$ cat src/rtl/cla_16bit.sv
// 16-bit two-level carry-lookahead adder.
// Four 4-bit lookahead groups feed one second-level lookahead unit.
// Optional output register: define CLA_16BIT_REG_OUT_EN to register sum/cout on the
// rising clk edge with an asynchronous active-low clear; otherwise the outputs are
// purely combinational and clk/rst are ignored.

module cla_16bit (
  input  logic        clk,
  input  logic        rst,
  input  logic [15:0] in_a,
  input  logic [15:0] in_b,
  input  logic        cin,
  output logic [15:0] sum,
  output logic        cout
);

  logic [15:0] p;
  logic [15:0] g;
  logic [16:0] c;
  logic [3:0]  grp_p;
  logic [3:0]  grp_g;
  logic [15:0] sum_d;
  logic        cout_d;

  // Per-bit propagate and generate
  always_comb begin
    p = in_a ^ in_b;
    g = in_a & in_b;
  end

  // Group propagate/generate from each 4-bit slice
  always_comb begin
    grp_p = '0;
    grp_g = '0;
    for (int k = 0; k < 4; k++) begin
      grp_p[k] = p[4*k+3] & p[4*k+2] & p[4*k+1] & p[4*k];
      grp_g[k] = g[4*k+3]
               | (p[4*k+3] & g[4*k+2])
               | (p[4*k+3] & p[4*k+2] & g[4*k+1])
               | (p[4*k+3] & p[4*k+2] & p[4*k+1] & g[4*k]);
    end
  end

  // Second-level lookahead: group carries straight from cin and group P/G
  always_comb begin
    c     = '0;
    c[0]  = cin;
    c[4]  = grp_g[0]
          | (grp_p[0] & cin);
    c[8]  = grp_g[1]
          | (grp_p[1] & grp_g[0])
          | (grp_p[1] & grp_p[0] & cin);
    c[12] = grp_g[2]
          | (grp_p[2] & grp_g[1])
          | (grp_p[2] & grp_p[1] & grp_g[0])
          | (grp_p[2] & grp_p[1] & grp_p[0] & cin);
    c[16] = grp_g[3]
          | (grp_p[3] & grp_g[2])
          | (grp_p[3] & grp_p[2] & grp_g[1])
          | (grp_p[3] & grp_p[2] & grp_p[1] & grp_g[0])
          | (grp_p[3] & grp_p[2] & grp_p[1] & grp_p[0] & cin);
    // In-group carries, flattened from the group carry-in (no ripple inside a group)
    for (int k = 0; k < 4; k++) begin
      c[4*k+1] = g[4*k]
               | (p[4*k] & c[4*k]);
      c[4*k+2] = g[4*k+1]
               | (p[4*k+1] & g[4*k])
               | (p[4*k+1] & p[4*k] & c[4*k]);
      c[4*k+3] = g[4*k+2]
               | (p[4*k+2] & g[4*k+1])
               | (p[4*k+2] & p[4*k+1] & g[4*k])
               | (p[4*k+2] & p[4*k+1] & p[4*k] & c[4*k]);
    end
  end

  // Sum bits and carry-out
  always_comb begin
    sum_d  = p ^ c[15:0];
    cout_d = c[16];
  end

`ifdef CLA_16BIT_REG_OUT_EN
  logic [15:0] sum_q;
  logic        cout_q;

  // Output register; low rst clears immediately and holds until the next edge after release
  always_ff @(posedge clk or negedge rst) begin
    if (!rst) begin
      sum_q  <= '0;
      cout_q <= 1'b0;
    end else begin
      sum_q  <= sum_d;
      cout_q <= cout_d;
    end
  end

  assign sum  = sum_q;
  assign cout = cout_q;
`else
  // clk and rst are kept on the interface but have no function in this build
  logic unused_clk_rst;
  assign unused_clk_rst = clk ^ rst;

  assign sum  = sum_d;
  assign cout = cout_d;
`endif

endmodule

$ cat config.mk
export PLATFORM = sky130hd
export DESIGN_NAME = cla_16bit
export DESIGN_NICKNAME = d
export VERILOG_FILES = /design/src/rtl/cla_16bit.sv
export SDC_FILE = /design/constraint.sdc
export NUM_CORES = 1
export LEC_CHECK = 0
export BUFFER_PORTS_ARGS = -buffer_cell sky130_fd_sc_hd__buf_4
export CAP_MARGIN = 0
export CORE_MARGIN = 10
export CORE_UTILIZATION = 40
export DETAILED_ROUTE_END_ITERATION = 8
export PLACE_DENSITY_LB_ADDON = 0.15
export SLEW_MARGIN = 5
export SYNTH_ARGS = -nofsm -noshare
export SYNTH_HDL_FRONTEND = slang
export SYNTH_SLANG_ARGS = --single-unit
$ cat constraint.sdc
create_clock -name vclk -period 2.3
set_input_delay 0 -clock vclk [all_inputs]
set_output_delay 0 -clock vclk [all_outputs]
set_load 0.01 [all_outputs]
==> results of run 1 <==
-- cell families (layout without fill, tap and decap cells) --
group / count (synthesis) / after routing / share of synthesized area [%]
buffers and inverters: 6 / 59 / 2.936
AND/OR/NAND/NOR: 30 / 30 / 19.74
AO/OA/AOI/OAI: 30 / 30 / 31.65
adder cells (fa/ha/maj): 20 / 20 / 36.54
XOR/XNOR: 8 / 8 / 9.136
-- layout make-up --
type               count  share of cell area [%]
repair buffers        53                   33.16
well taps             25                   2.607
multi-input cells     88                   62.36
inverters              6                   1.877
-- placed cells by master (no fill, tap or decap), types with 3 or more instances in the layout --
master | netlist | routed
nor2_1 | 9 | 9
xor2_1 | 3 | 3
inv_1 | 6 | 6
fa_1 | 4 | 4
buf_4 | 0 | 53
nand3_1 | 4 | 4
ha_1 | 16 | 16
o21ai_0 | 3 | 3
nand2_1 | 6 | 6
a21oi_1 | 5 | 4
a21oi_2 | 2 | 3
xnor2_1 | 5 | 5
-- Yosys cell counts (2+ instances only) --
| master | n |
|---|---|
| ha_1 | 16 |
| a211oi_1 | 2 |
| o21a_1 | 2 |
| nor3_1 | 2 |
| nor2_1 | 9 |
| a21boi_1 | 2 |
| o21ai_0 | 3 |
| nand3_1 | 4 |
| xor2_1 | 3 |
| xnor2_1 | 5 |
| nand4_1 | 2 |
| inv_1 | 6 |
| nand2_1 | 6 |
| a21oi_1 | 5 |
| fa_1 | 4 |
| a21oi_2 | 2 |
| a21o_1 | 2 |
-- per-stage QoR --
step | hold WS [ns] | utilization [%]
6_report | 0.3569 | 68.01
5_1_grt | 0.3746 | 68.01
4_1_cts | 0.3616 | 67.80
3_5_place_dp | 0.3614 | 67.80
3_3_place_gp | 0.3555 | 67.80
2_1_floorplan | 0.1885 | -
-- layer usage --
metal / up-vias / GRT usage, % / wire length (µm)
li1: 464 / - / -
met2: 30 / 19.03 / 1189
met5: - / 0 / 0
met3: 0 / 2.787 / 192
met1: 391 / 10.77 / 872
met4: 0 / 0.5464 / 0
-- power by group --
part,total (mW),internal (mW),switching (mW),leakage [nW]
combinational,0.380,0.203,0.177,0.628
sequential,0,0,0,0
clock,0,0,0,0
total,0.380,0.203,0.177,0.628
-- final timing paths --
check | from | end | slack (ns)
worst min-delay path | in_b[8] | sum[8] | 0.36
worst max-delay path | in_a[2] | sum[13] | 0.12
-- what timing repair did --
item	in CTS	in global routing
resized for setup	0	1
hold buffers	0	0
setup endpoints to repair	0	1
setup buffers	0	0
==> results.toml, run 1 <==
[timing]
setup_ws_ns = 0.1166
max_freq_ghz = 0.4580
fin_crit_sh_pct = 94.93
worstMarginPinSlew_ns = 0.2831
period_minus_slack_ns = 2.183
relSlewSlack_pct = 80.97
tns_ns = 0
final-max-slew-violation-count = 0
hold_violations = 0
rsz0062_at_grt = "no"
setup_viol = 0

[finish]
clockBufferCount = 0
syn_to_final_growth_pct = 56.44
n_fill_cell = 170
final_area_um2 = 1200
finalNonFillerCells = 172
seqCellArea_um2 = 0
seq_cell_count = 0
nets = 204
diodes = 0
post_route_cells_drive_above_1_share_pct = 42.18
multi_input_comb_area_um2 = 748.2

[floorplanning]
core-area_um2 = 1764
die_w_um = 63.79
die_y_um = 63.79
ios = 52
fp.dieArea_um2 = 4069
initial_core_util_pct = 43.48
rows = 15

[critical_path]
crit_arrival_ns = 2.18
cp_top_family = "compound AO/OA/AOI/OAI gates"
path_max_fanout = 4
cp_slowest_cell = "fa_1"
cp-end-kind = "primary output"
cpMostUsedCell = "buf_4"
crit_chain = "buf_4, ha_1, a21o_1, a21oi_4, a21oi_2, o211a_1, or3_1, fa_1, xor2_1, buf_4"
path_depth = 10
slowest_delay_ns = 0.38
worst-path-buf-inv = 2
worstPathRequired_ns = 2.30
crit_path_start_kind = "input pin"
path_class = "in -> out"

[placement]
gp_congestion = 0.7379
place_inst = 172
portBuffers = 50
dp_slack_ns = 0.1147
placed_cell_area_um2 = 1196
dpl.hpwl_um = 2075

[drt]
drt-initial-drc-count = 12
routed_wl_um = 2254
drc_errors = 0
wl_per_cell_um = 13.10
viasPerCell = 5.145
vias = 885
ant_nets = 0
drt_pass1_iterations = 4

[synth]
yosysTopAreaCellShare_pct = 26.10
syn_nets = 149
synth_area_um2 = 767.0
yosysWarnings = 0
yosys-top-cells-area = "ha_1 26%, fa_1 10%, xnor2_1 5.7%"
synth_cell_type_count = 36
netlist.top_cell.by_area = "ha_1"
syn_avg_cell_area_um2 = 8.159
netlist_instances = 94
ys_seq_area_share_pct = 0

[global_route]
antenna_found_initial = 0
grt_pass1_wl_um = 3615
track_usage_pct = 9.877
grt_pass1_vias = 837
globalRouteOverflowTotal = 0
grt_max_degree = 8

[pwr]
vdd_drop_max_mv = 0.1589
power_density_nw_per_um2 = 316.5
total_power_uw = 379.7
leakage_nw = 0.6283

[run]
drv_cap = 0

[min_path]
worstHoldPathType = "in -> out"
min_path_cells = 3

[status]
status = "finished, final reports clean"
No activity file was read; power rests on OpenSTA's default activity.
==> inputs of run 2 (changes only) <==
--- a/config.mk
+++ b/config.mk
@@ -5,11 +5,14 @@
 export SDC_FILE = /design/constraint.sdc
 export NUM_CORES = 1
 export LEC_CHECK = 0
+export ABC_AREA = 1
 export BUFFER_PORTS_ARGS = -buffer_cell sky130_fd_sc_hd__buf_4
 export CAP_MARGIN = 0
+export CORE_ASPECT_RATIO = 0.7
 export CORE_MARGIN = 10
 export CORE_UTILIZATION = 40
 export DETAILED_ROUTE_END_ITERATION = 8
+export GPL_ROUTABILITY_DRIVEN = 0
 export PLACE_DENSITY_LB_ADDON = 0.15
 export SLEW_MARGIN = 5
 export SYNTH_ARGS = -nofsm -noshare
==> run 2 against run 1 <==
Compared with the run above: critical path type unchanged; flip-flop and latch count unchanged; worst setup slack better by 0.50 ns; cell count increased by 18%; worst hold slack got worse by 0.0057 ns.
==> results.toml, run 2 <==
[status]
status = "finished, final reports clean"

[timing]
fin_crit_sh_pct = 73.08
worstMarginPinSlew_ns = 0.3322
setup_viol = 0
relSlewSlack_pct = 77.86
hold_violations = 0
period_minus_slack_ns = 1.681
holdWs_ns = 0.3512
max_freq_ghz = 0.5949
rsz0062_at_grt = "no"
final-max-slew-violation-count = 0
tns_ns = 0
setup_ws_ns = 0.6191

[synth]
synth_area_um2 = 815.8
synthMostInstantiatedCell = "nand2_1"
ys_seq_area_share_pct = 0
syn_avg_cell_area_um2 = 6.227
netlist.top_cell.by_area = "ha_1"
yosysWarnings = 0
syn_nets = 186
synth_cell_type_count = 18
netlist_top_cells_count = "44 x nand2_1, 27 x inv_1, 16 x ha_1"
netlist_instances = 131
yosys-top-cells-area = "ha_1 25%, nand2_1 20%, inv_1 12%"
yosysTopAreaCellShare_pct = 24.54

[placement]
dp_slack_ns = 0.6269
dpl.hpwl_um = 2200
portBuffers = 50
placed_cell_area_um2 = 1219

[finish]
final_cell_mix = "50 x buf_4, 44 x nand2_1, 27 x inv_1"
final_area_um2 = 1219
syn_to_final_growth_pct = 49.39
clockBufferCount = 0
nets = 238
seq_cell_count = 0
diodes = 0
post_route_cells_drive_above_1_share_pct = 35.91
multi_input_comb_area_um2 = 710.7
seqCellArea_um2 = 0
layout_commonest_cell = "buf_4"
fin_util_pct = 64.04
n_fill_cell = 176

[drt]
wl_per_cell_um = 11.50
drt_pass1_iterations = 4
routed_wl_um = 2335
ant_nets = 0
viasPerCell = 4.596
wl_met2_um = 1091
drc_errors = 0
met3_length_um = 132
wl_met1_um = 1111
vias = 933
drt-initial-drc-count = 33
routed.top_layer = "met3"

[critical_path]
crit_chain = "buf_4, ha_1, nand2_1, inv_1, nand2_1, nand2_2, a21oi_2, nand2_2, fa_1, xor2_1, buf_4"
crit_arrival_ns = 1.68
cp-end-kind = "primary output"
slowest_delay_ns = 0.38
path_class = "in -> out"
crit_path_start_kind = "input pin"
worstPathRequired_ns = 2.30
path_max_fanout = 4
cp_slowest_cell = "fa_1"

[floorplanning]
die_w_um = 73.98
initial_core_util_pct = 42.87
die_y_um = 57.79
ios = 52
core-area_um2 = 1903
rows = 13
fp.dieArea_um2 = 4275

[global_route]
grt_pass1_wl_um = 3981
grt_max_degree = 6
antenna_found_initial = 0
grt_pass1_vias = 903
track_usage_pct = 10.53
globalRouteOverflowTotal = 0

[min_path]
worstHoldPathType = "in -> out"

[pwr]
power_density_nw_per_um2 = 304.6
leakage_nw = 0.7688
vdd_drop_max_mv = 0.2087

[clock_tree]
post_cts_buffers = 0
ctsResizeCount = 0
cts_hold_buf = 0

[run]
drv_cap = 0
[run 2: cell types whose count changed after synthesis, moves of 3 or more]
| cell | delta |
|---|---|
| nand3_2 | +3 |
| inv_1 | +21 |
| xnor2_1 | -3 |
| nand2_1 | +38 |
| nor2_1 | -5 |
| o21ai_0 | -3 |
| nand2_2 | +6 |
[run 2: final cells by class]
type | instances | area share (%)
inverter | 28 | 8.624
multi-input combinational | 103 | 58.32
tap | 22 | 2.259
timing repair buffer | 50 | 30.80
[run 2: through the flow]
stage	std cells	total power, mW
after detailed placement	203	0.3771
after global placement	203	0.3680
after CTS	203	0.3783
after floorplan	131	0.2094
final	203	0.3712
after global routing	203	0.4172
[run 2: routing by layer]
| layer | vias up | track usage [%] |
|---|---|---|
| met5 | - | 0 |
| met4 | 0 | 0 |
| met3 | 0 | 1.361 |
| met2 | 33 | 17.72 |
| met1 | 393 | 14.63 |
| li1 | 507 | - |
[run 2: power breakdown]
part / internal [mW] / switching (mW)
Combinational: 0.185 / 0.186
Sequential: 0 / 0
Clock: 0 / 0
[run 2: critical path, delay by kind of cell]
kind,cells,cell delay [ns]
adders and majority gates,2,0.71
and+or+nand+nor,4,0.35
buffers and inverters,3,0.34
xor gates and xnor gates,1,0.17
AOI/OAI and AO/OA,1,0.13
[run 2: final timing paths]
check	start	to	slack, ns	cells past startpoint
hold / removal	in_b[4]	sum[4]	0.35	3
setup / recovery	in_a[7]	sum[13]	0.62	11
[run 2: cells by family (layout without fill, tap and decap cells)]
logic type	count (synthesis)	count (layout)	synth area share, %
xor+xnor	7	7	7.515
fa+ha+maj	20	20	34.36
buf+inv	28	78	12.88
compound gates	9	9	7.056
simple gates	67	67	38.19
==> inputs of run 3 (changes only) <==
--- a/config.mk
+++ b/config.mk
@@ -5,7 +5,7 @@
 export SDC_FILE = /design/constraint.sdc
 export NUM_CORES = 1
 export LEC_CHECK = 0
-export ABC_AREA = 1
+export ABC_AREA = 0
 export BUFFER_PORTS_ARGS = -buffer_cell sky130_fd_sc_hd__buf_4
 export CAP_MARGIN = 0
 export CORE_ASPECT_RATIO = 0.7
==> constraint.sdc (replaced) <==
create_clock -name vclk -period 1.65
set_input_delay 0 -clock vclk [all_inputs]
set_output_delay 0 -clock vclk [all_outputs]
set_load 0.01 [all_outputs]
==> run 3 against run 2 <==
Compared with the run above: the run now ends with negative setup slack left; die area shrank 4.2%; critical path depth decreased by 1; flip-flop and latch count unchanged; routed wire length rose by 29%; core utilization grew 20 points; critical endpoint unchanged; largest cell class unchanged.
==> results.toml, run 3 (synthesis results as in run 1) <==
[pwr]
leakage_nw = 0.7491
power_density_nw_per_um2 = 438.9
vdd_drop_max_mv = 0.3684
total_power_uw = 678.2

[timing]
setup_viol = 4
worstMarginPinSlew_ns = 0.2991
relSlewSlack_pct = 79.89
period_minus_slack_ns = 1.924
rsz0062_at_grt = "yes"
setup_ws_ns = -0.2741
max_freq_ghz = 0.5197
final-max-slew-violation-count = 0
fin_crit_sh_pct = 116.6
hold_violations = 0

[placement]
dp_slack_ns = -0.3581
dpl.hpwl_um = 2545
portBuffers = 50

[critical_path]
critical_path.startpoint = "in_a[2]"
crit_arrival_ns = 1.92
path_max_fanout = 2
cp-end-kind = "primary output"
crit_path_start_kind = "input pin"
worstPathRequired_ns = 1.65
path_class = "in -> out"

[drt]
ant_nets = 0
drc_errors = 0
routed_wl_um = 3001
vias = 1035
wl_per_cell_um = 15.88
drt-initial-drc-count = 26
drt_pass1_iterations = 4
viasPerCell = 5.476

[floorplanning]
initial_core_util_pct = 41.73
die_y_um = 56.64
fp.dieArea_um2 = 4097
die_w_um = 72.34
ios = 52
rows = 13
core-area_um2 = 1838

[global_route]
track_usage_pct = 14.04
antenna_found_initial = 0
grt_pass1_wl_um = 4961
grt_max_degree = 7
grt_pass1_vias = 1151
globalRouteOverflowTotal = 0

[status]
violations = "negative setup slack"
status = "complete, but fails checks"

[min_path]
worstHoldPathType = "in -> out"
hold_end = "sum[4]"
min_path_cells = 3
hp-start = "in_a[4]"

[finish]
syn_to_final_growth_pct = 101.5
layout_commonest_cell = "buf_4"
clockBufferCount = 0
nets = 224
n_fill_cell = 117
seq_cell_count = 0
diodes = 0
final_cell_mix = "64 x buf_4, 9 x nor2_1, 8 x ha_4, 8 x buf_6, 7 x ha_1"
post_route_cells_drive_above_1_share_pct = 58.68
seqCellArea_um2 = 0

[run]
drv_cap = 0
## run 3: critical path: stages
cell and delay, ns:
buf_6 0.10, ha_4 0.22, a21o_1 0.20, a21oi_4 0.14
a21oi_2 0.08, o211a_1 0.21, or3_4 0.33, fa_2 0.36
xor2_2 0.15, buf_4 0.14
## run 3: report_power, final
group	switching [mW]	internal, mW	total [mW]
clock	0	0	0
combinational	0.298	0.380	0.678
sequential	0	0	0
## run 3: metrics by stage
step | util (%) | setup TNS (ns) | instances | area [µm²] | hold slack [ns]
6_report | 84.07 | -0.7580 | 189 | 1545 | 0.3853
4_1_cts | 79.44 | -1.188 | 190 | 1460 | 0.3738
3_3_place_gp | 74.00 | -1.080 | 186 | 1360 | 0.3628
5_1_grt | 84.07 | -1.135 | 189 | 1545 | 0.4178
3_5_place_dp | 74.00 | -1.245 | 186 | 1360 | 0.3738
2_1_floorplan | - | -0.2413 | 94 | 807.0 | 0.1885
## run 3: what timing repair did
item                       CTS  global route
hold buffers                 0             0
pin swaps                   12             9
setup endpoints to repair    6            12
gates resized for setup     14            14
buffers inserted             4             2
## run 3: how the worst max path moves through the flow
stage | endpoint | slack (ns) | depth (start not counted)
floorplan | sum[12] | -0.13 | 7
global placement | sum[13] | -0.33 | 10
detailed placement | sum[13] | -0.36 | 9
CTS | sum[13] | -0.30 | 10
global route | sum[13] | -0.33 | 10
finish | sum[13] | -0.27 | 10
## run 3: routing by layer
metal	share of wire, %	vias to the layer above	track usage (%)	wire length (µm)
met5	0	-	0	0
met4	2.0	0	3.306	61
met3	8.3	6	4.211	249
met2	54	36	26.65	1633
met1	35	492	14.41	1056
li1	-	501	-	-
## run 3: area by class of cell
cell class / instances / area (µm²) / area share [%]
multi-input combinational: 88 / 909.6 / 58.87
timing repair buffer: 73 / 585.6 / 37.89
inverter: 6 / 22.52 / 1.457
tap: 22 / 27.53 / 1.781
